## config.mk

```make
export PLATFORM = sky130hd
export DESIGN_NAME = int_bound_solver
export DESIGN_NICKNAME = d
export VERILOG_FILES = /design/src/rtl/int_bound_solver.sv
export SDC_FILE = /design/constraint.sdc
export NUM_CORES = 1
export LEC_CHECK = 0
export BUFFER_PORTS_ARGS = -buffer_cell sky130_fd_sc_hd__buf_2
export CAP_MARGIN = 30
export CORE_MARGIN = 1
export CORE_UTILIZATION = 45
export DETAILED_ROUTE_END_ITERATION = 12
export GPL_TIMING_DRIVEN = 0
export SLEW_MARGIN = 10
export SYNTH_ARGS = -nofsm -noshare
export SYNTH_HDL_FRONTEND = slang
export SYNTH_SLANG_ARGS = --single-unit
```

## constraint.sdc

```tcl
create_clock -name in_clk -period 7.4 [get_ports in_clk]
set_clock_uncertainty 0.05 [all_clocks]
set_input_delay 1.48 -clock in_clk [delete_from_list [all_inputs] [get_ports in_clk]]
set_output_delay 1.48 -clock in_clk [all_outputs]
set_load 0.05 [all_outputs]
```

## src/rtl/int_bound_solver.sv

```systemverilog
// Bounds one integer variable of a two-clause linear system (a0*y0 + a1*y1 + c <= 0) with the other held fixed.
// Optional IGNORE_CLAUSE_EN adds in_clause_active to mask individual clauses.
module int_bound_solver #(
    parameter int unsigned WIDTH    = 8,
    parameter int unsigned NUM_VARS = 2
) (
    input  logic                        in_clk,
    input  logic                        in_reset,
    input  logic                        in_enable,
    input  logic                        in_start,
    input  logic                        in_var_select,
    input  logic [3*WIDTH-1:0]          in_coefficients_clause1,
    input  logic [3*WIDTH-1:0]          in_coefficients_clause2,
    input  logic [NUM_VARS*WIDTH-1:0]   in_current_assignment,
`ifdef IGNORE_CLAUSE_EN
    input  logic [1:0]                  in_clause_active,
`endif
    output logic signed [WIDTH-1:0]     out_lower,
    output logic signed [WIDTH-1:0]     out_upper,
    output logic                        out_feasible,
    output logic                        out_done,
    output logic                        out_busy
);

    localparam int unsigned W  = WIDTH;
    localparam int unsigned RW = 2 * WIDTH + 2;
    localparam int unsigned CW = $clog2(RW);
    localparam logic signed [W-1:0]  S_MAX  = {1'b0, {(W-1){1'b1}}};
    localparam logic signed [W-1:0]  S_MIN  = {1'b1, {(W-1){1'b0}}};
    localparam logic signed [RW-1:0] SAT_HI = RW'(S_MAX);
    localparam logic signed [RW-1:0] SAT_LO = RW'(S_MIN);

    typedef enum logic [2:0] {S_IDLE, S_RESID, S_DIV, S_MERGE, S_DONE} state_t;

    state_t state, state_nx;

    logic                        k_r;
    logic [3*W-1:0]              cl1_r, cl2_r;
    logic [NUM_VARS*W-1:0]       y_r;
    logic [1:0]                  act_r;
    logic                        clause_r;
    logic signed [W-1:0]         lo_r, up_r;
    logic                        inf_r;
    logic signed [RW-1:0]        resid_r;
    logic [RW-1:0]               quo_r, rem_r;
    logic [CW-1:0]               cnt_r;

    logic [1:0]                  clause_active_c;
`ifdef IGNORE_CLAUSE_EN
    assign clause_active_c = in_clause_active;
`else
    assign clause_active_c = 2'b11;
`endif

    // Operand selection for the clause currently being processed
    logic [3*W-1:0]       cl_sel_c;
    logic signed [W-1:0]  a0_c, a1_c, c_c, y0_c, y1_c, ak_c, aj_c, yj_c;
    logic signed [RW-1:0] aj_x_c, yj_x_c, c_x_c, resid_c;
    logic [RW-1:0]        resid_abs_c;
    logic [W-1:0]         ak_abs_c;
    logic [RW-1:0]        trial_c;
    logic                 fits_c;

    always_comb begin
        cl_sel_c    = clause_r ? cl2_r : cl1_r;
        a0_c        = cl_sel_c[W-1:0];
        a1_c        = cl_sel_c[2*W-1:W];
        c_c         = cl_sel_c[3*W-1:2*W];
        y0_c        = y_r[W-1:0];
        y1_c        = y_r[2*W-1:W];
        ak_c        = k_r ? a1_c : a0_c;
        aj_c        = k_r ? a0_c : a1_c;
        yj_c        = k_r ? y0_c : y1_c;
        aj_x_c      = RW'(aj_c);
        yj_x_c      = RW'(yj_c);
        c_x_c       = RW'(c_c);
        resid_c     = -((aj_x_c * yj_x_c) + c_x_c);
        resid_abs_c = resid_c[RW-1] ? RW'(-resid_c) : RW'(resid_c);
        ak_abs_c    = ak_c[W-1] ? W'(-ak_c) : W'(ak_c);
        trial_c     = {rem_r[RW-2:0], quo_r[RW-1]};
        fits_c      = (trial_c >= RW'(ak_abs_c));
    end

    // Signed floor/ceil from the unsigned quotient, saturation and merge
    logic signed [RW-1:0] q_s_c, rnz_c, bnd_full_c;
    logic signed [W-1:0]  bnd_sat_c, lo_nx_c, up_nx_c;
    logic                 apply_c, inf_nx_c;

    always_comb begin
        q_s_c   = $signed(quo_r);
        rnz_c   = {{(RW-1){1'b0}}, |rem_r};
        if (!ak_c[W-1])
            bnd_full_c = !resid_r[RW-1] ? q_s_c : -(q_s_c + rnz_c);
        else
            bnd_full_c = (resid_r[RW-1] || (resid_r == '0)) ? (q_s_c + rnz_c) : -q_s_c;
        if (bnd_full_c > SAT_HI)
            bnd_sat_c = S_MAX;
        else if (bnd_full_c < SAT_LO)
            bnd_sat_c = S_MIN;
        else
            bnd_sat_c = W'(bnd_full_c);
        apply_c  = act_r[clause_r] && (ak_c != '0);
        lo_nx_c  = (apply_c && ak_c[W-1] && (bnd_sat_c > lo_r)) ? bnd_sat_c : lo_r;
        up_nx_c  = (apply_c && !ak_c[W-1] && (bnd_sat_c < up_r)) ? bnd_sat_c : up_r;
        inf_nx_c = inf_r | (act_r[clause_r] && (ak_c == '0) && resid_r[RW-1]);
    end

    always_ff @(posedge in_clk) begin
        if (in_reset)
            state <= S_IDLE;
        else if (in_enable)
            state <= state_nx;
    end

    always_comb begin
        state_nx = state;
        case (state)
            S_IDLE:  if (in_start) state_nx = S_RESID;
            S_RESID: state_nx = S_DIV;
            S_DIV:   if (cnt_r == CW'(RW - 1)) state_nx = S_MERGE;
            S_MERGE: state_nx = clause_r ? S_DONE : S_RESID;
            S_DONE:  state_nx = S_IDLE;
            default: state_nx = S_IDLE;
        endcase
    end

    always_ff @(posedge in_clk) begin
        if (in_reset) begin
            k_r          <= 1'b0;
            cl1_r        <= '0;
            cl2_r        <= '0;
            y_r          <= '0;
            act_r        <= '0;
            clause_r     <= 1'b0;
            lo_r         <= '0;
            up_r         <= '0;
            inf_r        <= 1'b0;
            resid_r      <= '0;
            quo_r        <= '0;
            rem_r        <= '0;
            cnt_r        <= '0;
            out_lower    <= '0;
            out_upper    <= '0;
            out_feasible <= 1'b0;
            out_done     <= 1'b0;
            out_busy     <= 1'b0;
        end else if (in_enable) begin
            case (state)
                S_IDLE: begin
                    out_done <= 1'b0;
                    if (in_start) begin
                        k_r      <= in_var_select;
                        cl1_r    <= in_coefficients_clause1;
                        cl2_r    <= in_coefficients_clause2;
                        y_r      <= in_current_assignment;
                        act_r    <= clause_active_c;
                        clause_r <= 1'b0;
                        lo_r     <= S_MIN;
                        up_r     <= S_MAX;
                        inf_r    <= 1'b0;
                        out_busy <= 1'b1;
                    end
                end
                S_RESID: begin
                    resid_r <= resid_c;
                    quo_r   <= resid_abs_c;
                    rem_r   <= '0;
                    cnt_r   <= '0;
                end
                // Restoring divide; quo_r shifts the dividend out and the quotient in
                S_DIV: begin
                    rem_r <= fits_c ? (trial_c - RW'(ak_abs_c)) : trial_c;
                    quo_r <= {quo_r[RW-2:0], fits_c};
                    cnt_r <= cnt_r + CW'(1);
                end
                S_MERGE: begin
                    lo_r     <= lo_nx_c;
                    up_r     <= up_nx_c;
                    inf_r    <= inf_nx_c;
                    clause_r <= 1'b1;
                    if (clause_r) begin
                        out_lower    <= lo_nx_c;
                        out_upper    <= up_nx_c;
                        out_feasible <= (lo_nx_c <= up_nx_c) && !inf_nx_c;
                        out_done     <= 1'b1;
                    end
                end
                S_DONE: begin
                    out_done <= 1'b0;
                    out_busy <= 1'b0;
                end
                default: ;
            endcase
        end
    end

endmodule

```

# Word level (Yosys, flattened, before mapping)
# Index checks and enable logic that the tools add are counted.
# W data, S select, Z words.
totals:
  regBits: 165
  inputBits: 69
  out_inout_bits: 19
  wordCells: 107
op_classes:
  addsub: 9
  mul: 1
  n_lt_le_gt_ge: 7
  eq_ne: 8
  muxes: 33
  n_bitwise: 1
  n_reduce_logical: 29
ops:
  columns: ["cell", "count"]
  rows:
  - ["$mux W18", 5]
  - ["$mux W8", 10]
  - ["$pmux W18 S2", 2]
  - ["$neg A18 Y18", 3]
  - ["$pmux W8 S2", 2]
  - ["$mux W24", 1]
  - ["$add A18 B2 Y18", 1]
  - ["$ge A18 B8 Y1", 1]
  - ["$gt A18 B8 Y1 const B", 1]
  - ["$logic_not A18 Y1", 1]
  - ["$lt A18 B8 Y1 const B", 1]
  - ["$neg A17 Y18", 1]
  - ["$reduce_and A3 Y1", 6]
  - ["$reduce_or A18 Y1", 1]
  - ["$sub A18 B8 Y18", 1]
  - ["$add A16 B8 Y17", 1]
  - ["$mul A8 B8 Y16", 1]
  - ["$pmux W3 S4", 1]
  - ["$pmux W5 S2", 1]
  - ["$mux W3", 3]
  - ["$gt A8 B8 Y1", 1]
  - ["$le A8 B8 Y1", 1]
  - ["$logic_and A1 B1 Y1", 8]
  - ["$logic_not A8 Y1", 1]
  - ["19 further kinds", 33]

# Logic depth before layout (Yosys ltp)
# Gate-level depths: netlist of the first run.
depth:
  depth_word: 13
  depth_mapped: 44
  depth_no_buf: 43

# Worst setup path before layout of the first run
# OpenSTA, ideal clock, no wires.
synth_timing:
  path_type: "reg2reg"
  startpoint: "reg rem_r[11]"
  endpoint: "reg out_feasible"
  setup_time_ps: 70
  arrival_time_ps: 8018
  required_time_ps: 7280
  path_slack_ps: -739
  stages_incl_launch_ff: 45
  path_buffers: 1
  synth_period_minus_slack_ps: 8139
  cell_sequence: "dfxtp_1 -> nor4_1 -> nand2b_1 -> nor4_1 -> nand4_1 -> ha_1 -> ha_1 -> inv_1 -> ha_1 -> or4b_4 -> o31ai_4 -> o221ai_2 -> o21bai_2 -> or4_1 -> a32oi_1 -> nand4_1 -> nor3_2 -> a21oi_1 -> [... 9 more ...] -> o311a_1 -> o211ai_1 -> clkbuf_1 -> nor3_1 -> a21oi_1 -> inv_1 -> ha_1 -> nor2b_1 -> o21a_1 -> o21ai_0 -> nand2b_1 -> a21oi_1 -> nor2b_1 -> o21ai_0 -> nand2_1 -> o211ai_1 -> o2111ai_1 -> a21oi_1"
synth_via:
  elab_chain_cells: 13
synth_lines:
  columns: ["element", "line", "rtl"]
  rows:
  - ["from (decl)", "45", "logic [RW-1:0] quo_r, rem_r;"]
  - ["from (signal assigned)", "172", "rem_r <= fits_c ? (trial_c - RW'(ak_abs_c)) : trial_c;"]
  - ["$reduce_or A18 Y1 *", "91", "rnz_c = {{(RW-1){1'b0}}, |rem_r};"]
  - ["$add A18 B2 Y18 *", "93, 95", null]
  - ["$neg A18 Y18", "93", "bnd_full_c = !resid_r[RW-1] ? q_s_c : -(q_s_c + rnz_c);"]
  - ["$mux W18", "93", null]
  - ["$mux W18 *", "92", "if (!ak_c[W-1])"]
  - ["$lt A18 B8 Y1", "98", "else if (bnd_full_c < SAT_LO)"]
  - ["$mux W8", "98", null]
  - ["$mux W8 *", "96", "if (bnd_full_c > SAT_HI)"]
  - ["$gt A8 B8 Y1", "103", "lo_nx_c = (apply_c && ak_c[W-1] && (bnd_sat_c > lo_r)) ? bnd_sat_c : lo_r;"]
  - ["$logic_and A1 B1 Y1", "103", null]
  - ["$mux W8 *", "103", null]
  - ["via lo_nx_c[1]", "86", "logic signed [W-1:0] bnd_sat_c, lo_nx_c, up_nx_c;"]
  - ["$le A8 B8 Y1 *", "184", "out_feasible <= (lo_nx_c <= up_nx_c) && !inf_nx_c;"]
  - ["$logic_and A1 B1 Y1 *", "184", null]
  - ["to (signal assigned)", "184", null]
  - ["to (decl)", "20", "output logic out_feasible,"]
# The timed path passes the listed nets; every way through them passes the cells marked *.
# A chain may end at the register's enable or synchronous reset.

# Worst setup path after layout of the first run
layout_timing:
  startpoint: "reg rem_r[12]"
  endpoint: "reg out_feasible"
# The elaborated chain is that of the path after synthesis.

==> results of run 1 <==
==> cell families (layout without fill, tap and decap cells) <==
| family | after synthesis | count (layout) | synth area share (%) |
|---|---|---|---|
| compound gates | 391 | 391 | 18.1 |
| xor+xnor | 75 | 75 | 4.76 |
| fa+ha+maj | 168 | 168 | 19.3 |
| buf+inv | 233 | 383 | 6.73 |
| flops | 165 | 165 | 23.9 |
| mux | 45 | 45 | 4.84 |
| simple gates | 650 | 650 | 22.3 |
==> layer usage <==
metal | GRT usage [%] | vias to the layer above | part of all wire, %
met5 | 0 | - | 0
met3 | 3.09 | 58 | 4.0
met4 | 8.51 | 0 | 2.2
met1 | 35.0 | 6124 | 46
met2 | 44.6 | 356 | 48
li1 | - | 6292 | -
==> placed cells by master, fill, tap and decap left out, types with 28 or more instances in the layout <==
cell	n
inv_1	128
nor3_1	37
a22oi_1	28
ha_1	88
buf_4	38
o21ai_0	43
clkbuf_1	68
dfxtp_1	163
xnor2_1	52
fa_1	76
buf_2	99
a21oi_1	164
nand2_1	278
nor2_1	114
==> tightest hold or removal path: cells and delay by family, from the launching register on <==
kind             cells  cell delay (ns)
AO/OA/AOI/OAI        1             0.05
flip-flops           1             0.31
AND/OR/NAND/NOR      1             0.05
==> state kept, by name (all words and copies together) (netlist names), 8 cells and up <==
signal     flops
out_lower      8
out_upper      8
cl1_r         24
q_s_c         18
resid_r       18
y_r           16
rem_r         18
cl2_r         24
up_r           8
lo_r           8
==> through the flow <==
step / worst slack [ns] / hold WS [ns]
final: -0.762 / 0.405
after global routing: -1.22 / 0.423
after CTS: -0.756 / 0.404
after detailed placement: -1.91 / 0.394
after global placement: -1.82 / 0.388
after floorplan: -0.127 / 0.383
==> where the power goes <==
group          internal [mW]  leakage, nW  total (mW)  switching, mW
Combinational           1.27         4.69        3.13           1.86
Sequential             0.941         1.34       0.984         0.0432
Clock                  0.452        0.283       0.882          0.431
Total                   2.67         6.32        5.00           2.33
==> worst max path at each step <==
stage                                      to  slack, ns  depth (start not counted)
global placement    out_feasible$_SDFFE_PP0P_      -1.82                         42
detailed placement  out_feasible$_SDFFE_PP0P_      -1.91                         42
floorplan           out_feasible$_SDFFE_PP0P_      -0.13                         44
finish              out_feasible$_SDFFE_PP0P_      -0.76                         43
global route        out_feasible$_SDFFE_PP0P_      -1.22                         44
CTS                 out_feasible$_SDFFE_PP0P_      -0.76                         44
==> repair_timing <==
action,4_1_cts,5_1_grt
pin swaps,14,11
endpoints found under the setup margin,40,26
resized for setup,37,35
hold buffers,0,0
buffers inserted,19,13
==> area by class of cell <==
cell class	count	area [sq um]	area share [%]
multi-input cells	1329	9860	62.1
plain buffers	101	489	3.08
clock buffers	17	425	2.68
well taps	390	488	3.07
inverters	132	495	3.12
clock inverters	15	155	0.976
flip-flops and latches	165	3310	20.8
repair buffers	118	669	4.21
==> results.md, run 1 <==
* Avg Vias per Cell at 5.66
* GR Overflow Total at 0
* Hold_sp: y_r[11]$_SDFFE_PP0P_
* Yosys top cell area share at between 20% and 30%
* R2r worst-path depth at 43
* Slew Viols, Final at 0
* RSZ-0062 raised after global routing: yes
* Post-DP Area at approximately 0.015 sq mm
* Via count at roughly 13,000
* Slew HR at a little over two fifths
* Design Area, Final at about 0.016 sq mm
* Pre-Repair DR Iteration Count at 5
* Slowest cell on crit path: or4b_4
* Port buffer count at 85
* Initial core utilization at between 40% and 50%
* Placer Congestion at between 0.9 and 1
* # H-tree levels at 4
* Cell family with most CP delay: compound AO/OA/AOI/OAI gates
* First-pass GRT wire length at roughly 65,000 um
* Total Wirelength at approximately 41,000 um
* Max Cap Viol at 0
* Initial antenna violation count at 0
* Fill count at 2,973
* Vias in the first global route at about 13,000
* HPWL after DPL at about 32,000 um
* Final Util at a little over half
* Syn Area/Cell at 8.00 sq um
* Die ar. at 0.0314 sq mm
* Die H at approximately 180 um
* Crit end category: flip-flop
* Largest net degree at the start of global routing at 19
* Setup TNS at -0.762 ns
* Min cycle time layout at about 8.2 ns
* WP buf/inv at 6
* Final worst-path cycle share at 110%
* Mapped Cells at between 1,500 and 2,000
* Clk Latency, worst-skew pair at approximately 0.43 ns
* Syn-to-layout area delta at 15.1%
* N_diodes at 0
* Final setup fails at 1
* Fraction of registers with async set/reset at 0%
* Post-synthesis sequential area ratio at about a quarter
* FF-to-FF setup slack at -0.76 ns
* Post-synth EDFFs at 0
* Critical Path RT at approximately 7.7 ns
* Sink Count at around 170
* Count leader, synth: nand2_1
* Wire per inst at 18.0 um
* RR Startpoint: rem_r[12]$_SDFFE_PP0P_
* Endpoint, Worst Hold: y_r[11]$_SDFFE_PP0P_
* Flop and latch count out of synthesis at approximately 170
* Buffer type at the clock tree root: clkbuf_16
* RR Endpoint: out_feasible$_SDFFE_PP0P_
* Worst path max stage delay at ~0.48 ns
* WS Path Type: reg -> reg
* Crit-path max FO at 6
* Worst-margin pin slew at around 0.87 ns
* Status: finished, violations left
* Failing checks: negative setup slack
* Hold WC Path Type: reg -> reg
* Hold Violations, Final at 0
* # nets final at approximately 2,100
* Core area at ~0.030 sq mm
* Pwr/cell area at approximately 310 mW/mm^2
* Worst IR Drop VDD at around 0.18 mV
* Placed cells at roughly 2,200
* Lkg Pwr at roughly 6.3 nW
* Critical Path AT at 8.47 ns
* Top post-synthesis cells by count: nand2_1, a21oi_1, dfxtp_1
* Power Total at between 4 and 5 mW
* Crit path launch: rem_r[12]$_SDFFE_PP0P_
* Die W at ~180 um
* Warnings, synthesis at 0
* # DRC at 0
* Num CTS Buffers at 17
* Synth area leaders: dfxtp_1, fa_1, ha_1, nand2_1, a21oi_1
* DRT iter0 DRCs at ~940
* Hold Path Depth at 2
* Largest buffer count on any clock path at 2
* Worst setup margin at -0.762 ns
* Layout cells sized above 1 at 14.7%
* I/O pin count at 88
* Synth cell types at between 80 and 90
* Synth area leader: dfxtp_1
* Antenna violation net count after detailed routing at 0
* Post-synth net total at around 2,000
* Most used DFF post-synth: dfxtp_1
* Clk slew on worst S/H paths at 0.07 ns
* TritonCTS clock tree: done
* Final Instance Count excl. Fillers at around 2,300
* All-Layer GR Usage at 26.4%
* Row count at 63
* Cell area after synthesis at ~0.014 sq mm
* Critical Path Source Type: flip-flop
* Fmax at about 0.12 GHz
Note: power is estimated with default switching activity, not from simulation.
==> inputs of run 2 (changes only) <==
- clock period: 7.4 -> 6.8 ns (I/O delays scaled with it)
==> run 2 against run 1 <==
The flow still finishes with violations (negative setup slack). Cell area is 5.1% higher. Via count up 1.7%. Wire length grew 3.6%. Sequential cell count unchanged. Total power grew 16%. Critical path type unchanged.
==> results.md, run 2 (synthesis results as in run 1) <==
* Fill count at 2,810 (-5.5%)
* Worst IR Drop VDD at 0.234 mV (+32%)
* Avg Vias per Cell at 5.65 (-0.25%)
* Final Instance Count excl. Fillers at 2,312 (+2.0%)
* WP buf/inv at 4 (-2)
* Final setup fails at 17 (+16)
* # nets final at 2,146 (+2.1%)
* Slew Viols, Final at 0 (unchanged)
* Final worst-path cycle share at 122% (+12 points)
* Worst setup margin at -1.49 ns (-0.730 ns)
* # DRC at 0 (unchanged)
* Critical Path Source Type: flip-flop
* Min cycle time layout at 8.29 ns (+0.130 ns)
* Most frequent cells in the layout: nand2_1, dfxtp_1, a21oi_1
* Setup TNS at -4.58 ns (-3.82 ns)
* Core area at 0.0300 sq mm (unchanged)
* Clk slew on worst S/H paths at 0.07 ns (about the same)
* Area of the multi-input gates at 0.0103 sq mm (+4.3%)
* Critical Path AT at 8.61 ns (+0.14 ns)
* Die W at 177 um (unchanged)
* WS Path Type: reg -> reg
* Failing checks: negative setup slack
* Antenna violation net count after detailed routing at 0 (unchanged)
* RSZ-0062 raised after global routing: yes
* Layout cells sized above 1 at 20.1% (+5.4 points)
* Crit end category: flip-flop
* # H-tree levels at 4 (unchanged)
* Largest net degree at the start of global routing at 17 (-2)
* Placer Congestion at 0.923 (+0.50%)
* HPWL after DPL at 31,900 um (+0.30%)
* I/O pin count at 88 (unchanged)
* Worst-margin pin slew at 0.912 ns (+0.0394 ns)
* Crit-path max FO at 5 (-1)
* Largest regs: cl1_r: 24 flops, cl2_r: 24 flops
* Storage cell area at 0.00331 sq mm (+0.19%)
* Worst path max stage delay at 0.57 ns (+0.09 ns)
* Wire per inst at 18.3 um (+1.6%)
* Most common cell after layout, fill and taps aside: nand2_1
* Sink Count at 165 (unchanged)
* Total Wirelength at 42,300 um (+3.6%)
* Syn-to-layout area delta at 20.9%
* Critical Path RT at 7.12 ns (-0.59 ns)
* Via count at 13,100 (+1.7%)
* Port buffer count at 85 (unchanged)
* Crit path top cell by count: nor2b_1
* Pre-CTS WS at -2.38 ns (-0.477 ns)
* Fmax at 0.121 GHz (-1.6%)
* Die ar. at 0.0314 sq mm (unchanged)
* Pwr/cell area at 346 mW/mm^2 (+10%)
* Buffer type at the clock tree root: clkbuf_16
* Hold Violations, Final at 0 (unchanged)
* Final Util at 55.7% (+2.7 points)
* Die H at 177 um (unchanged)
* Initial core utilization at 46.1% (unchanged)
* Largest buffer count on any clock path at 2 (unchanged)
* Initial antenna violation count at 0 (unchanged)
* First-pass GRT wire length at 67,900 um (+3.7%)
* Placed cells at 2,203 (unchanged)
* Vias in the first global route at 12,900 (+2.9%)
* Num CTS Buffers at 17 (unchanged)
* Slew HR at 39.2% (-2.6 points)
* Status: finished, violations left
* All-Layer GR Usage at 27.4% (+0.98 points)
* Slowest cell on crit path: a2111oi_1
* TritonCTS clock tree: done
* Hold WC Path Type: reg -> reg
* Row count at 63 (unchanged)
* Cell family with most CP delay: compound AO/OA/AOI/OAI gates
* N_diodes at 0 (unchanged)
* DRT iter0 DRCs at 1,027 (+9.0%)
* GR Overflow Total at 0 (unchanged)
* Clk Latency, worst-skew pair at 0.44 ns (about the same)
* Max Cap Viol at 0 (unchanged)
* Pre-Repair DR Iteration Count at 6 (+1)
* Lkg Pwr at 6.60 nW (+4.5%)
[run 2: cell types whose count changed in the layout (fill, tap and decap cells not counted), sizes merged]
cell and change:
inv -1, bufinv +1, clkinv -3, buf +43
clkinvlp +3, clkbuf +2
[run 2: report_power, final]
group          internal (mW)  total [mW]  switching (mW)
sequential              1.02        1.07          0.0473
combinational           1.55        3.74            2.19
clock                  0.513       0.971           0.458
total                   3.08        5.78            2.70
[run 2: layout make-up]
cell class              instances  area share [%]
multi-input cells            1329            61.6
flip-flops and latches        165            19.8
repair buffers                163            6.24
plain buffers                 101            3.03
inverters                     132            2.98
well taps                     390            2.92
clock buffers                  17            2.55
clock inverters                15           0.854
[run 2: worst paths after layout]
kind                                from                   endpoint  slack (ns)  depth (start not counted)
setup / recovery  rem_r[14]$_SDFFE_PP0P_  out_feasible$_SDFFE_PP0P_       -1.49                         45
hold / removal    cl2_r[18]$_SDFFE_PP0P_     cl2_r[18]$_SDFFE_PP0P_        0.40                          2
setup reg to reg  rem_r[14]$_SDFFE_PP0P_  out_feasible$_SDFFE_PP0P_       -1.49                         45
hold reg to reg   cl2_r[18]$_SDFFE_PP0P_     cl2_r[18]$_SDFFE_PP0P_        0.40                          2
[run 2: metal layers]
metal  global-route usage [%]  wire length (um)
met4                     7.40               969
met1                     36.5             19300
met5                        0                 0
met2                     46.5             20200
met3                     3.35              1840
[run 2: tightest hold or removal path, delay by kind of cell (launching register included)]
kind | cells | cell delay, ns
DFF | 1 | 0.31
and+or+nand+nor | 1 | 0.05
AOI/OAI and AO/OA | 1 | 0.05
[run 2: repair_timing]
item | CTS | global route
gates cloned | 0 | 0
setup buffers | 55 | 24
endpoints found under the setup margin | 58 | 49
hold buffers | 0 | 0
gates resized for setup | 92 | 76
pin swaps | 28 | 29
[run 2: metrics by stage]
| stage | power (mW) | area, sq um | hold slack, ns |
|---|---|---|---|
| CTS | 5.48 | 16200 | 0.404 |
| detailed placement | 4.17 | 14800 | 0.395 |
| finish | 5.78 | 16700 | 0.405 |
| global route | 6.18 | 16700 | 0.423 |
| global placement | 4.13 | 14800 | 0.389 |
| floorplan | 3.41 | 13900 | 0.383 |
==> inputs of run 3 (changes only) <==
- ABC_CLOCK_PERIOD_IN_PS: unset -> 6800
- CTS_BUF_LIST: unset -> sky130_fd_sc_hd__clkbuf_4 sky130_fd_sc_hd__clkbuf_8
==> run 3 against run 2 <==
The flow still finishes with violations (negative setup slack). Critical path depth unchanged. Total power down 2.0%. First-iteration DRC count down 13%. Core utilization down 0.30 points. Combinational power up 3%. Register-to-register slack worse by 0.04 ns.
==> results.md, run 3 (synthesis results as in run 1) <==
* Syn-to-layout area delta at 20.2%
* I/O pin count at 88 (unchanged)
* Die H at 177 um (unchanged)
* Wire per inst at 18.3 um (+0.21%)
* Num CTS Buffers at 17 (unchanged)
* Die W at 177 um (unchanged)
* Layout cells sized above 1 at 20.7% (+0.52 points)
* TritonCTS clock tree: done
* Final setup fails at 17 (unchanged)
* Max Cap Viol at 0 (unchanged)
* CP endpoint: out_feasible$_SDFFE_PP0P_
* Critical Path RT at 7.16 ns (+0.04 ns)
* All-Layer GR Usage at 27.3% (-0.10 points)
* Placer Congestion at 0.923 (unchanged)
* Vias in the first global route at 12,900 (-0.24%)
* Clk Latency, worst-skew pair at 0.48 ns (+0.04 ns)
* RR Endpoint: out_feasible$_SDFFE_PP0P_
* Placed cells at 2,203 (unchanged)
* Post-DP Area at 0.0148 sq mm (unchanged)
* RR Startpoint: rem_r[14]$_SDFFE_PP0P_
* Hold WC Path Type: reg -> reg
* Crit-path max FO at 5 (unchanged)
* Failing checks: negative setup slack
* Critical Path Source Type: flip-flop
* FF-to-FF setup slack at -1.54 ns (-0.04 ns)
* Final Instance Count excl. Fillers at 2,317 (+0.22%)
* Buffer type at the clock tree root: clkbuf_8
* Worst path max stage delay at 0.55 ns (-0.02 ns)
* Setup TNS at -5.30 ns (-0.722 ns)
* DRT iter0 DRCs at 892 (-13%)
* Antenna violation net count after detailed routing at 0 (unchanged)
* Largest net degree at the start of global routing at 17 (unchanged)
* Largest regs: cl1_r: 24 flops, cl2_r: 24 flops
* Worst IR Drop VDD at 0.196 mV (-16%)
* Crit path launch: rem_r[14]$_SDFFE_PP0P_
* Hold Violations, Final at 0 (unchanged)
* Fmax at 0.120 GHz (-0.53%)
* Lkg Pwr at 6.56 nW (-0.66%)
* Die ar. at 0.0314 sq mm (unchanged)
* # H-tree levels at 4 (unchanged)
* Slew Viols, Final at 0 (unchanged)
* Pwr/cell area at 341 mW/mm^2 (-1.5%)
* Initial antenna violation count at 0 (unchanged)
* Crit end category: flip-flop
* Slowest cell on crit path: a2111oi_1
* RSZ-0062 raised after global routing: yes
* Core area at 0.0300 sq mm (unchanged)
* Design Area, Final at 0.0166 sq mm (-0.54%)
* Most frequent cells in the layout: nand2_1, dfxtp_1, a21oi_1
* # DRC at 0 (unchanged)
* Row count at 63 (unchanged)
* GR Overflow Total at 0 (unchanged)
* Port buffer count at 85 (unchanged)
* Total Wirelength at 42,500 um (+0.43%)
* Pre-Repair DR Iteration Count at 6 (unchanged)
* Crit path top cell by count: nor2b_1
* WS Path Type: reg -> reg
* N_diodes at 0 (unchanged)
* HPWL after DPL at 31,900 um (unchanged)
* Clk slew on worst S/H paths at 0.10 ns (+0.03 ns)
* Avg Vias per Cell at 5.65 (+0.17%)
* Sink Count at 165 (unchanged)
* Via count at 13,100 (+0.38%)
* Initial core utilization at 46.1% (unchanged)
* Most common cell after layout, fill and taps aside: nand2_1
* CTS Hold Bufs at 0 (unchanged)
* # nets final at 2,151 (+0.23%)
* Worst setup margin at -1.54 ns (-0.0447 ns)
* Worst-margin pin slew at 0.898 ns (-0.0139 ns)
* Critical Path AT at 8.69 ns (+0.08 ns)
* Status: finished, violations left
* Slew HR at 40.1% (+0.93 points)
* Largest buffer count on any clock path at 2 (unchanged)
* Min cycle time layout at 8.34 ns (+0.0447 ns)
* Final worst-path cycle share at 123% (+0.66 points)
* R2r worst-path depth at 45 (unchanged)
* First-pass GRT wire length at 67,600 um (-0.38%)
run 3: worst min path at each step:
stage                             end  slack (ns)              startpoint  cells past startpoint
3_5_place_dp   cl2_r[18]$_SDFFE_PP0P_        0.39  cl2_r[18]$_SDFFE_PP0P_                      2
4_1_cts        cl2_r[18]$_SDFFE_PP0P_        0.41  cl2_r[18]$_SDFFE_PP0P_                      2
5_1_grt           y_r[3]$_SDFFE_PP0P_        0.43     y_r[3]$_SDFFE_PP0P_                      2
3_3_place_gp      y_r[0]$_SDFFE_PP0P_        0.39     y_r[0]$_SDFFE_PP0P_                      2
2_1_floorplan  cl2_r[17]$_SDFFE_PP0P_        0.38  cl2_r[17]$_SDFFE_PP0P_                      2
6_report       cl2_r[18]$_SDFFE_PP0P_        0.41  cl2_r[18]$_SDFFE_PP0P_                      2
run 3: cell type report:
| type | instances | area (sq um) |
|---|---|---|
| plain buffers | 101 | 505 |
| well taps | 390 | 488 |
| repair buffers | 168 | 1070 |
| fillers | 2834 | 13300 |
| flip-flops and latches | 165 | 3310 |
| clock buffers | 17 | 234 |
| multi-input cells | 1329 | 10400 |
| inverters | 132 | 498 |
| clock inverters | 15 | 143 |
run 3: per-layer routing:
layer,routed length [um],GRT usage [%],part of all wire [%],vias up
met2,20600,46.2,48,355
met5,0,0,0,-
met3,1930,3.35,4.5,49
met4,740,7.18,1.7,0
li1,-,-,-,6400
met1,19300,36.5,45,6298
run 3: power by group:
group	internal, mW	switching [mW]
combinational	1.62	2.25
sequential	1.02	0.0478
clock	0.298	0.426
run 3: what timing repair did:
| item | 4_1_cts | 5_1_grt |
|---|---|---|
| buffers inserted | 55 | 28 |
| endpoints found under the setup margin | 58 | 49 |
| pin swaps | 32 | 39 |
| resized for setup | 98 | 76 |
run 3: critical path, delay by kind of cell (launching register included):
family / cells / cell delay, ns
compound gates: 18 / 3.33
fa+ha+maj: 5 / 1.14
flops: 1 / 0.36
simple gates: 18 / 2.91
buf+inv: 4 / 0.50
run 3: metrics by stage:
stage / hold WS (ns) / setup WS [ns] / utilization (%) / total power [mW]
2_1_floorplan: 0.383 / -0.727 / - / 3.41
3_3_place_gp: 0.389 / -2.39 / 49.4 / 4.13
3_5_place_dp: 0.395 / -2.38 / 49.4 / 4.17
4_1_cts: 0.408 / -1.21 / 53.6 / 5.23
5_1_grt: 0.428 / -1.98 / 55.4 / 6.06
6_report: 0.408 / -1.54 / 55.4 / 5.67
